### config.mk
export PLATFORM = sky130hd
export DESIGN_NAME = ras_sat_counter
export DESIGN_NICKNAME = d
export VERILOG_FILES = /design/src/rtl/ras_sat_counter.sv
export SDC_FILE = /design/constraint.sdc
export NUM_CORES = 1
export LEC_CHECK = 0
export BUFFER_PORTS_ARGS = -buffer_cell sky130_fd_sc_hd__buf_4
export CAP_MARGIN = 10
export CORE_UTILIZATION = 55
export DETAILED_ROUTE_END_ITERATION = 7
export GPL_TIMING_DRIVEN = 0
export PLACE_DENSITY = 0.78
export SLEW_MARGIN = 20
export SYNTH_ARGS = -nofsm -noshare
export SYNTH_HDL_FRONTEND = slang
export SYNTH_SLANG_ARGS = --single-unit
### constraint.sdc
create_clock -name clk -period 3.2 [get_ports clk]
set_input_delay 0.64 -clock clk [delete_from_list [all_inputs] [get_ports clk]]
set_output_delay 0.64 -clock clk [all_outputs]
set_load 0.005 [all_outputs]
### src/rtl/ras_sat_counter.sv
// Saturating up-counter with synchronous clear; holds at all-ones instead of wrapping.
module ras_sat_counter #(
    parameter int unsigned W = 16
) (
    input  logic         clk,
    input  logic         clear,
    input  logic         inc,
    output logic [W-1:0] cnt
);

    localparam logic [W-1:0] MaxVal = '1;

    logic [W-1:0] cnt_q;
    logic [W-1:0] cnt_d;

    // Next count: clear wins, otherwise increment unless already saturated.
    always_comb begin
        cnt_d = cnt_q;
        if (clear) begin
            cnt_d = '0;
        end else if (inc && (cnt_q != MaxVal)) begin
            cnt_d = cnt_q + W'(1);
        end
    end

    // Count register.
    always_ff @(posedge clk) begin
        cnt_q <= cnt_d;
    end

    assign cnt = cnt_q;

endmodule

== Word level (Yosys, flattened, before mapping) ==
Cells that the tools add are included.
Word-level totals
  register bits after elaboration: 16
  word-level logic and storage cells: 4
Cells by class
  add/sub/neg operators: 1
  eq/ne operators: 1
  reduce and logical (&&, ||, !) cells: 1
Operator list (count)
  $add 16x1->16 const B: 1
  $ne 16x16->1 const B: 1
  $logic_and 1x1->1: 1

== Depth between registers and ports, before layout ==
  depth in word-level cells: 2
  depth in mapped cells: 6
  mapped depth without buffers: 5

== Worst setup path before layout ==
Ideal clock, no wire load.
  path type: flip-flop to flip-flop
  start: register cnt_q[5] (netlist: cnt[5])
  end: register cnt_q[15] (netlist: cnt[15])
  library setup time: 70 ps
  data arrival time: 1549 ps
  required time: 3130 ps
  slack: 1581 ps
  stages on the path, launching flop included: 5
  buffers on the path: 0
  period minus slack after synthesis: 1619 ps
  cell sequence: dfxtp_1 -> nand4_4 -> or4_1 -> or4_1 -> a21oi_1
Between the ends
  longest elaborated chain between the ends: 2
  elaborated cells between the ends (all ways): 3
Ends and longest elaborated chain
  start: declaration: line 13  | logic [W-1:0] cnt_q;
  start signal: assignment: line 28  | cnt_q <= cnt_d;
  parallel branches: the longest is 2 deep, another holds $add 16x1->16
Parallel ways; which one is timed is not known.
A chain may end at the register's enable or synchronous reset.

== Worst setup path in the final report ==
  start: register cnt_q[0] (netlist: cnt[0])
  end: register cnt_q[9] (netlist: cnt[9])
The elaborated chain is that of the path after synthesis.

==> flow_summary.json <==
{
  "largest_register_ffs": 16,
  "dpl.hpwl_um": 1410,
  "finalHoldViolCount": 0,
  "cts_tree": "built",
  "start_util": 0.621,
  "post-route-min-period_ns": 1.85,
  "synth-seq-cells": 16,
  "rows": 13,
  "grt_setup_unrepaired": "false",
  "comb_power_share": 0.039,
  "worst-path-buf-inv": 1,
  "startpoint_type": "flip-flop",
  "setup_violations": 0,
  "grt_usage": 0.272,
  "p_per_area_nw_per_um2": 346,
  "grt_pass1_vias": 658,
  "arrival_ns": 2.08,
  "drtPass1Iterations": 4,
  "fin_nets": 125,
  "synth_cell_types": 31,
  "cts_setup_buffers": 0,
  "clk_pin_slew_ns": 0.10,
  "die_area_um2": 1700,
  "die_height_um": 41.3,
  "clock_tree.root_cell": "clkbuf_4",
  "hold_slack_ns": 0.545,
  "core_area_um2": 1370,
  "cts.path.max_buffers": 2,
  "fin_tns_setup_ns": 0,
  "synthCells": 99,
  "cts_max_level": 1,
  "tightest_slew_ns": 0.603,
  "slowest_delay_ns": 0.42,
  "final_core_util": 0.755,
  "hold_buffers": 0,
  "cp.required_ns": 3.43,
  "clock_sink_count": 16,
  "antenna_found_initial": 0,
  "fillers": 114,
  "stdcell_count": 135,
  "slowest_stage": "dfxtp_1",
  "outcome": "completed",
  "cts_buffers": 3,
  "switchingPower_w": 0.0000802,
  "skew_ns": 0.00506,
  "clk_latency_ns": 0.29,
  "p_seq_frac": 0.571,
  "r2r_cells": 6,
  "cts.repair.resized": 0,
  "p_int_w": 0.000276,
  "r2r-start": "cnt[0]",
  "syn_area_um2": 848,
  "crit_fanout": 10,
  "overflow": 0,
  "critical_path.top_delay_family": "simple AND/OR/NAND/NOR gates",
  "crit_type": "flip-flop to flip-flop",
  "slew_headroom": 0.593,
  "slew_viol_final": 0,
  "syn2layout_area_growth_pct": 21.5,
  "cp_cell_sequence": "ha_1 -> nand3_1 -> nor4_4 -> buf_2 -> o31ai_1 -> a21oi_1",
  "ys_seq_area_frac": 0.378,
  "dp_cells": 131,
  "diodes": 0,
  "drt_iter0_drc": 16,
  "wl_per_cell_um": 14.6,
  "endpoint_kind": "flip-flop",
  "swShare": 0.225,
  "syn_nets": 103,
  "ir_worst_vdd_mv": 0.260,
  "yosys_warnings": 0,
  "rrSetupSlack_ns": 1.35,
  "critical_path.endpoint": "cnt[9]",
  "grt_pass1_wl_um": 2900,
  "grt_max_degree": 11,
  "r2r_end": "cnt[9]",
  "crit_start": "cnt[0]",
  "leakage_nw": 0.378,
  "pwr-share-clk": 0.390,
  "finalCritPeriodShare": 0.580,
  "gp_congestion": 0.800,
  "io_pins": 19,
  "num_vias": 848,
  "post_synth.cell_area_avg_um2": 8.57,
  "cp.depth": 6,
  "cap_violations": 0,
  "port_buffers": 17,
  "wl_um": 1970,
  "viasPerCell": 6.28,
  "drc": 0,
  "ant_nets": 0,
  "fmax_ghz": 0.539,
  "die_w_um": 41.3,
  "drive_above_1_share": 0.217,
  "hold_class": "flip-flop to flip-flop"
}
-- cells by family after synthesis --
family                   after synthesis  synth area share
flip-flops                            16             0.378
AND/OR/NAND/NOR                       48             0.364
XOR/XNOR                               2            0.0207
AO/OA/AOI/OAI                         23             0.165
multiplexers                           2            0.0251
adder cells (fa/ha/maj)                1            0.0147
buffers and inverters                  7            0.0324
-- through the flow --
stage | power [W] | cell area, um^2 | setup slack [ns]
after floorplan | 0.000215 | 848 | 1.58
after global placement | 0.000221 | 995 | 1.45
after detailed placement | 0.000222 | 995 | 1.38
after CTS | 0.000355 | 1030 | 1.35
after global routing | 0.000367 | 1030 | 1.20
final | 0.000357 | 1030 | 1.35
-- area by class of cell --
type | count | area, um^2 | area share
Multi-Input combinational cell | 76 | 500 | 0.485
Inverter | 3 | 11.3 | 0.0109
Clock buffer | 4 | 36.3 | 0.0352
Tap cell | 15 | 18.8 | 0.0182
Buffer | 4 | 16.3 | 0.0158
Sequential cell | 16 | 320 | 0.311
Timing Repair Buffer | 17 | 128 | 0.124
-- power groups by stage --
stage	combinational, W	sequential (W)	clock, W
after detailed placement	0.0000139	0.000208	0
after CTS	0.0000140	0.000203	0.000138
after global routing	0.0000157	0.000204	0.000148
final	0.0000140	0.000203	0.000139
after floorplan	0.00000726	0.000208	0
after global placement	0.0000135	0.000208	0
-- Yosys cell counts, drive strengths merged --
library cell / n / share of area
nand3b: 1 / 0.0089
buf: 2 / 0.010
or3: 3 / 0.022
a21oi: 10 / 0.059
o31ai: 6 / 0.053
nor2: 6 / 0.027
nand2: 7 / 0.034
o21a: 1 / 0.0089
nor4: 3 / 0.040
mux2: 1 / 0.013
nor3: 4 / 0.024
nor4bb: 1 / 0.012
inv: 3 / 0.013
clkbuf: 2 / 0.0089
mux2i: 1 / 0.012
or4: 7 / 0.062
nand3: 6 / 0.035
dfxtp: 16 / 0.38
and3: 1 / 0.0074
o311ai: 1 / 0.010
o21ai: 4 / 0.024
nand4: 4 / 0.047
o41ai: 1 / 0.010
xnor2: 2 / 0.021
nor2b: 2 / 0.015
and4: 3 / 0.031
ha: 1 / 0.015
-- cells in the final DEF, fill, tap and decap left out --
master    count
a21oi_1      10
and3_1        1
and4_1        3
buf_1         1
buf_2         1
buf_4        17
clkbuf_1      2
clkbuf_4      3
clkbuf_8      1
dfxtp_1      16
ha_1          1
inv_1         3
mux2_2        1
mux2i_1       1
nand2_1       6
nand2_2       1
nand3_1       6
nand3b_1      1
nand4_1       3
nand4_4       1
nor2_1        6
nor2b_1       2
nor3_1        4
nor4_1        2
nor4_4        1
nor4bb_1      1
o21a_1        1
o21ai_0       4
o311ai_0      1
o31ai_1       6
o41ai_1       1
or3_1         3
or4_1         7
xnor2_1       2
-- metal layers --
metal  part of all wire  track usage
met1               0.47        0.319
met2               0.45        0.438
met3              0.053       0.0652
met4              0.024        0.169
met5                  0            0
-- worst min-delay path: cells and delay by family, from the launching register on --
family,cells,cell delay (ns)
flip-flops,1,0.37
AO/OA/AOI/OAI,2,0.15
-- worst min-delay path by stage --
stage,from,endpoint,slack (ns),cells past startpoint
after detailed placement,cnt[1],cnt[1],0.53,2
after CTS,cnt[1],cnt[1],0.54,2
after global placement,cnt[1],cnt[1],0.51,2
after global routing,cnt[15],cnt[15],0.58,2
final,cnt[0],cnt[0],0.55,2
after floorplan,cnt[9],cnt[9],0.50,2
No activity file was read; power rests on OpenSTA's default activity.
